### src/rtl/logic_unit_pkg.sv
// Shared opcode and state encodings for the bitwise logic unit arbiter.
package logic_unit_pkg;

    localparam logic [1:0] OP_AND = 2'b00;
    localparam logic [1:0] OP_OR  = 2'b01;
    localparam logic [1:0] OP_NOR = 2'b10;
    localparam logic [1:0] OP_XOR = 2'b11;

    typedef enum logic {
        ST_IDLE = 1'b0,
        ST_HOLD = 1'b1
    } state_e;

endpackage

### src/rtl/bitwise_unit.sv
// Combinational WIDTH-bit bitwise logic unit: AND, OR, NOR, XOR.
module bitwise_unit
    import logic_unit_pkg::*;
#(
    parameter int WIDTH = 4
) (
    input  logic [1:0]       op,
    input  logic [WIDTH-1:0] a,
    input  logic [WIDTH-1:0] b,
    output logic [WIDTH-1:0] y
);

    always_comb begin
        y = '0;
        case (op)
            OP_AND: y = a & b;
            OP_OR:  y = a | b;
            OP_NOR: y = ~(a | b);
            OP_XOR: y = a ^ b;
        endcase
    end

endmodule

### src/rtl/logic_unit_arbiter.sv
// Round-robin arbiter sharing one bitwise unit between two valid/ready requesters,
// with a registered, ID-tagged valid/ready result port.
module logic_unit_arbiter
    import logic_unit_pkg::*;
#(
    parameter int WIDTH = 4
) (
    input  logic             clk,
    input  logic             rst_n,
    input  logic             req0_valid,
    output logic             req0_ready,
    input  logic [1:0]       req0_op,
    input  logic [WIDTH-1:0] req0_a,
    input  logic [WIDTH-1:0] req0_b,
    input  logic             req1_valid,
    output logic             req1_ready,
    input  logic [1:0]       req1_op,
    input  logic [WIDTH-1:0] req1_a,
    input  logic [WIDTH-1:0] req1_b,
    output logic             res_valid,
    input  logic             res_ready,
    output logic [WIDTH-1:0] res_data,
    output logic             res_id,
    output logic             busy
);

    // Handshake: a transfer happens on any rising edge where valid && ready are
    // both high; ready is never a function of the payload (op/a/b).
    state_e           state_q;
    logic [WIDTH-1:0] res_data_q;
    logic             res_id_q;
    logic             last_grant_q;

    logic             can_accept;
    logic             accept;
    logic             grant_id;
    logic [1:0]       op_mux;
    logic [WIDTH-1:0] a_mux;
    logic [WIDTH-1:0] b_mux;
    logic [WIDTH-1:0] unit_y;

    assign can_accept = (state_q == ST_IDLE) || res_ready;

    // Under contention the requester that did not win last time is served;
    // rst_n gating keeps both readies low while reset is asserted.
    assign req0_ready = rst_n && can_accept && req0_valid && (!req1_valid || last_grant_q);
    assign req1_ready = rst_n && can_accept && req1_valid && (!req0_valid || !last_grant_q);

    assign accept   = req0_ready || req1_ready;
    assign grant_id = req1_ready;

    assign op_mux = grant_id ? req1_op : req0_op;
    assign a_mux  = grant_id ? req1_a  : req0_a;
    assign b_mux  = grant_id ? req1_b  : req0_b;

    bitwise_unit #(.WIDTH(WIDTH)) u_bitwise_unit (
        .op (op_mux),
        .a  (a_mux),
        .b  (b_mux),
        .y  (unit_y)
    );

    always_ff @(posedge clk or negedge rst_n) begin
        if (!rst_n) begin
            state_q      <= ST_IDLE;
            res_data_q   <= '0;
            res_id_q     <= 1'b0;
            last_grant_q <= 1'b1;
        end else begin
            case (state_q)
                ST_IDLE: begin
                    if (accept) begin
                        state_q      <= ST_HOLD;
                        res_data_q   <= unit_y;
                        res_id_q     <= grant_id;
                        last_grant_q <= grant_id;
                    end
                end
                ST_HOLD: begin
                    // A drain with a simultaneous accept reloads in place.
                    if (accept) begin
                        res_data_q   <= unit_y;
                        res_id_q     <= grant_id;
                        last_grant_q <= grant_id;
                    end else if (res_ready) begin
                        state_q <= ST_IDLE;
                    end
                end
                default: state_q <= ST_IDLE;
            endcase
        end
    end

    assign res_valid = (state_q == ST_HOLD);
    assign busy      = (state_q == ST_HOLD);
    assign res_data  = res_data_q;
    assign res_id    = res_id_q;

endmodule

### config.mk
export PLATFORM = sky130hd
export DESIGN_NAME = logic_unit_arbiter
export DESIGN_NICKNAME = d
export VERILOG_FILES = /design/src/rtl/logic_unit_pkg.sv /design/src/rtl/bitwise_unit.sv /design/src/rtl/logic_unit_arbiter.sv
export SDC_FILE = /design/constraint.sdc
export NUM_CORES = 1
export LEC_CHECK = 0
export ABC_AREA = 1
export CORE_AREA = 2 2 48 50
export DETAILED_ROUTE_END_ITERATION = 7
export DIE_AREA = 0 0 50 52
export MAX_ROUTING_LAYER = met4
export PLACE_DENSITY = 0.86
export SLEW_MARGIN = 5
export SYNTH_ARGS = -nofsm -noshare
export SYNTH_HDL_FRONTEND = slang
export SYNTH_SLANG_ARGS = --single-unit
### constraint.sdc
create_clock -name clk -period 2.1 [get_ports clk]
set_input_delay 0.21 -clock clk [delete_from_list [all_inputs] [get_ports clk]]
set_output_delay 0.21 -clock clk [all_outputs]
set_load 0.01 [all_outputs]
# Word level (Yosys, flattened, before mapping)
# Index checks and enable logic that the tools add are counted.
totals:
  register_bits: 7
classes:
  n_eq_ne: 3
  n_mux: 10
  n_bitwise: 5
  n_reduce_logical: 13
op_table:
  columns: ["operator", "n"]
  rows:
  - ["$pmux W4 S4", 1]
  - ["$mux W4", 3]
  - ["$logic_and A1 B1 Y1", 5]
  - ["$and A4 B4 Y4", 1]
  - ["$eq A2 B2 Y1 const B", 2]
  - ["$logic_or A1 B1 Y1", 4]
  - ["$mux W1", 4]
  - ["$not A4 Y4", 1]
  - ["$or A4 B4 Y4", 1]
  - ["$xor A4 B4 Y4", 1]
  - ["$logic_not A1 Y1", 3]
  - ["$eq A2 B1 Y1 const B", 1]
  - ["$logic_not A2 Y1", 1]
  - ["$mux W2", 1]
  - ["$pmux W1 S2", 1]
  - ["$not A1 Y1", 1]

# Depth between registers and ports, before layout
logic_depth:
  depth_word: 10
  depth_mapped: 16
  mapped_depth_nobuf: 15

# By module
# Synthesis repeated with hierarchy kept, for this count alone.
hier_totals:
  hier_cells: 129
  hier_area_um2: 820.8
by_module_without_submodules:
  columns: ["mod", "n_inst", "cells_each", "area_each_um2"]
  rows:
  - ["logic_unit_arbiter", 1, 74, 508.0]
  - ["bitwise_unit", 1, 55, 312.8]

# Least setup slack after synthesis
# OpenSTA, ideal clock, no wires.
synth_timing:
  kind: "reg-to-reg"
  from: "register last_grant_q"
  to: "register res_data_q[1], in the netlist res_data[1]"
  setup_time_ns: 0.116
  arrival_time_ns: 1.744
  slack_ns: 0.239
  stages_incl_launch_ff: 16
  path_buffers: 1
  synth_period_minus_slack_ns: 1.861
  cell_sequence: "dfstp_2 > nand2_1 > nand2_2 > inv_2 > nand2_2 > buf_4 > nand2_1 > o21ai_0 > inv_1 > ha_1 > inv_1 > nand3_1 > nand2_1 > nand2_1 > nand2_1 > nand2_1"
synth_between:
  elab_chain_cells: 8
  word_cells_on_any_way: 19
  classes_between: "eq/ne (3); mux (5); bitwise (4); reduce/logical (7)"
synth_rtl:
  columns: ["element", "line_no", "text"]
  rows:
  - ["start: declaration", "logic_unit_arbiter.sv:32", "logic last_grant_q;"]
  - ["start signal: assignment", "logic_unit_arbiter.sv:76", "last_grant_q <= grant_id;"]
  - ["start signal: assignment", "logic_unit_arbiter.sv:84", "last_grant_q <= grant_id;"]
  - ["$logic_not A1 Y1", "logic_unit_arbiter.sv:47", "assign req1_ready = rst_n && can_accept && req1_valid && (!req0_valid || !last_grant_q);"]
  - ["$logic_or A1 B1 Y1", "logic_unit_arbiter.sv:47", null]
  - ["$logic_and A1 B1 Y1", "logic_unit_arbiter.sv:47", null]
  - ["$mux W4 (on tied branches)", "logic_unit_arbiter.sv:53, logic_unit_arbiter.sv:54", null]
  - ["$or A4 B4 Y4", "bitwise_unit.sv:17, bitwise_unit.sv:18", null]
  - ["$not A4 Y4", "bitwise_unit.sv:18", "OP_NOR: y = ~(a | b);"]
  - ["$pmux W4 S4", "bitwise_unit.sv:15", "case (op)"]
  - ["$mux W4", "logic_unit_arbiter.sv:72, logic_unit_arbiter.sv:81", null]
  - ["end signal: assignment", "logic_unit_arbiter.sv:74", "res_data_q <= unit_y;"]
  - ["end signal: assignment", "logic_unit_arbiter.sv:82", "res_data_q <= unit_y;"]
  - ["end: declaration", "logic_unit_arbiter.sv:30", "logic [WIDTH-1:0] res_data_q;"]
# Parallel ways exist; a longest one is shown, timed or not. The select of a mux whose other input is x is not followed.
# A chain may end at the register's enable or synchronous reset.

# Worst setup path after layout
layout_timing:
  from: "register last_grant_q"
  to: "register res_data_q[0], in the netlist res_data[0]"
# Same word-level chain as after synthesis.

==> results summary <==
In the routed design, unresolved DRC markers number 0. The dominant cell type by area after synthesis is dfrtp_1. The cell sitting at the root of the clock tree is a clkbuf_4. The final HPWL from detailed placement is around 1.6 mm.

The weighted congestion at the end of routability-driven global placement is around 0.83. The arrival time of the worst setup path came out at between 2000 and 2500 ps. The first-pass GRT wire length came out at roughly 3.1 mm.

The average cell area after synthesis is ~6.5 sq um. The floorplan die width is 50 um. The worst hold path belongs to the class input port to asynchronous set/reset pin. The hold violation count in the final report is 0.

The count of vias placed by the detailed router came out at a little over 900. Walking the worst path, the cells encountered are nand2_1 > nand2_2 > buf_4 > nor2_4 > or2_2 > o21ai_0 > ha_1 > inv_1 > nand3_1 > nand2_1 > nand2_1 > nand2_1 > nand2_1. Buffers inserted during clock tree synthesis total 3. Dividing the detail-routed wire length by the instance count gives about 9.7 um. The count of buffering cells on the critical path with inverters included came out at 2. Relative to the synthesized area, the layout overhead comes to 56.71%. The number of buffers on the longest clock path is 2. The residual antenna-violating net count after detailed routing is 0.

The leakage power came out at just over 0.7 nW. The smallest setup slack after layout came out at 181.0 ps. Static timing analysis puts the maximum clock frequency at 0.5211 GHz. Ranked by total cell area, the synthesized netlist is headed by dfrtp_1 18%, nand2_1 18%, ha_1 12%. The power density over the cells is 578.0 mW/mm^2. The most frequent cell on the critical path is nand2_1.

STA puts the critical path data required time at 2250 ps. Setup repair after global routing left no endpoint under its margin. The number of setup violations in the final report came out at 0. The share of synthesized area in the top cell type comes to approximately 18%. The combinational share of power came out at between 50% and 60%. The worst setup path is of the flip-flop to flip-flop kind. Net switching is 36.81% of the power. The number of levels in the clock H-tree came out at 1. The longest individual stage delay on the worst path is about 530 ps. The number of placement rows came out at 17. After synthesis, the share of flip-flops with an asynchronous set or reset is 100.0%. The die height is between 50 and 60 um. The total inserted antenna cells came out at 0.

Registers are responsible for 28.1% of the overall power. For this run, the register share of the synthesized area comes to 21.49%. The maximum vdd drop is approximately 0.27 mV. The run finished with clean final reports. Among all flip-flop cells after synthesis, the most frequent one is dfrtp_1. Subtracting the final worst setup slack from the clock period gives between 1500 and 2000 ps. For the worst flop-to-flop path, the logic depth is 13. The family with the most delay on the worst path is simple AND/OR/NAND/NOR gates.

The via count of the first global-routing pass is approximately 800. The capture point of the worst reg-to-reg path is res_data[0]. The initial antenna violation count is 0. In this run the critical register-to-register path is launched from last_grant_q. Along the worst path, the maximum fanout reaches 6. The total of flip-flops plus latches after synthesis is 7.

For the pin with the worst max-slew slack, the measured transition is 297.3 ps. The number of vias per cell after detailed routing is around 4.6. The master of the slowest instance on the critical path is dfstp_2. The number of violations reported at the end of detailed-routing iteration 0 is 6. The clock power share came out at between 10% and 20%. The count of flip-flops with a built-in enable after synthesis came out at 0. The internal power is between 0.4 and 0.5 mW. The total congestion overflow is 0. Global routing used 15.97% of the available tracks. The synthesized area is roughly 820 sq um. The area of the core is ~0.0021 sq mm. Yosys instantiated no cell more often than nand2_1. Cells fill between 60 and 70% of the core in the end.

The number of max-slew violations in the final report came out at 0. The pre-antenna-repair detailed-routing pass consisted of 4 iterations. The total of buffers placed on input and output ports is 33. The die covers 0.002600 sq mm. The worst setup path is launched from a flip-flop. The commonest cells after synthesis are 39 x nand2_1, 26 x inv_1, 15 x nand3_1, 8 x ha_1.

The number of nets in the final layout came out at around 200. The minimum setup slack among reg-to-reg paths came out at 180 ps. The worst slack at placement is -31.29 ps.

The count of pins on the block boundary is 34. The clock-pin slew of the registers on the worst-case setup and hold paths came out at 50 ps. The proportion of layout cells with a drive suffix above 1 came out at roughly a fifth. The initial utilization of the core area, before any placement, comes to between 30% and 40%. The maximum clock skew at final layout is 2.499 ps.

The number of standard cells after synthesis is roughly 130. The clock net sink count is 7. The latest clock arrival within the worst-skew pair came out at 250 ps.

The pin count of the biggest net entering global routing came out at 13. The number of nets in the synthesized netlist is 159. The number of max-cap violations came out at 0. TritonCTS built the clock tree. The period utilization is 91.38%. The number of library cell types mapped by synthesis came out at 18. The net switching power of the design is ~0.27 mW. The total wire length after detailed routing is slightly below 2 mm. The nature of the critical path endpoint is a flip-flop. Yosys printed 0 warnings. The worst hold slack is 291.7 ps. The worst slew margin relative to its limit is 80.14%. The design draws 0.7435 mW.
[flip-flops by register name, summed over array words and instances (netlist names)]
name	flops
last_grant_q	1
res_data	4
res_id	1
busy	1
[how the worst max path moves through the flow]
stage / cells past startpoint / to / startpoint
2_1_floorplan: 15 / res_data[1] / last_grant_q
3_3_place_gp: 13 / res_data[0] / rst_n
3_5_place_dp: 13 / res_data[1] / rst_n
4_1_cts: 6 / req1_ready / rst_n
5_1_grt: 13 / res_data[0] / last_grant_q
6_report: 13 / res_data[0] / last_grant_q
[routing by layer]
metal  wire length, um  GRT usage, %  vias up
met5                 0             -        -
met4                18         4.630        0
met3                83         2.586        2
met2              1076         31.14       27
met1               753         16.32      407
li1                  -             -      474
[cell usage in the layout, fill, tap and decap left out]
cell             count
a21oi_4              1
nand2_2              5
clkbuf_1             1
o21ai_2              4
dfrtp_1              6
nand2_1             39
dlymetal6s2s_1       2
inv_1               26
buf_4                9
nand3_1             15
inv_2                2
dfstp_2              1
clkdlybuf4s50_1     31
nor2_2               1
a21oi_2              1
o21ai_0              5
buf_6                1
nor2_4               2
ha_1                 8
or2_2                4
clkbuf_4             3
nand2_4              2
o21bai_1             2
[metrics by stage]
stage | cells | TNS (ps) | cell area (sq um)
floorplan | 126 | 0 | 820.8
global placement | 194 | -11.47 | 1239
detailed placement | 194 | -114.4 | 1239
CTS | 198 | 0 | 1265
global route | 199 | 0 | 1286
finish | 199 | 0 | 1286
[area by class of cell]
| cell class | count | area, sq um |
|---|---|---|
| fill | 184 | 819.5 |
| multi-input combinational | 89 | 529.3 |
| timing repair buffer | 43 | 414.1 |
| inverter | 28 | 105.1 |
| tap | 28 | 35.03 |
| clock buffer | 4 | 26.28 |
| sequential | 7 | 176.4 |
[kinds of logic (layout without fill, tap and decap cells)]
kind of cell / count (synthesis) / in the layout / synth area share (%)
buffers and inverters: 30 / 75 / 14.63
adder cells (fa/ha/maj): 8 / 8 / 12.20
AO/OA/AOI/OAI: 13 / 13 / 12.19
AND/OR/NAND/NOR: 68 / 68 / 39.48
flip-flops: 7 / 7 / 21.49
[repair_timing]
| action | 4_1_cts | 5_1_grt |
|---|---|---|
| hold buffers | 0 | 0 |
| gates resized for setup | 0 | 4 |
| buffers inserted | 0 | 1 |
| endpoints found under the setup margin | 0 | 3 |
[power by group through the flow]
stage	combinational, mW	clock, mW	sequential (mW)
after CTS	0.408	0.128	0.209
after detailed placement	0.406	0	0.211
after global placement	0.394	0	0.209
after global routing	0.454	0.139	0.216
after floorplan	0.195	0	0.227
final	0.410	0.125	0.209
Note: power is estimated with default switching activity, not from simulation.
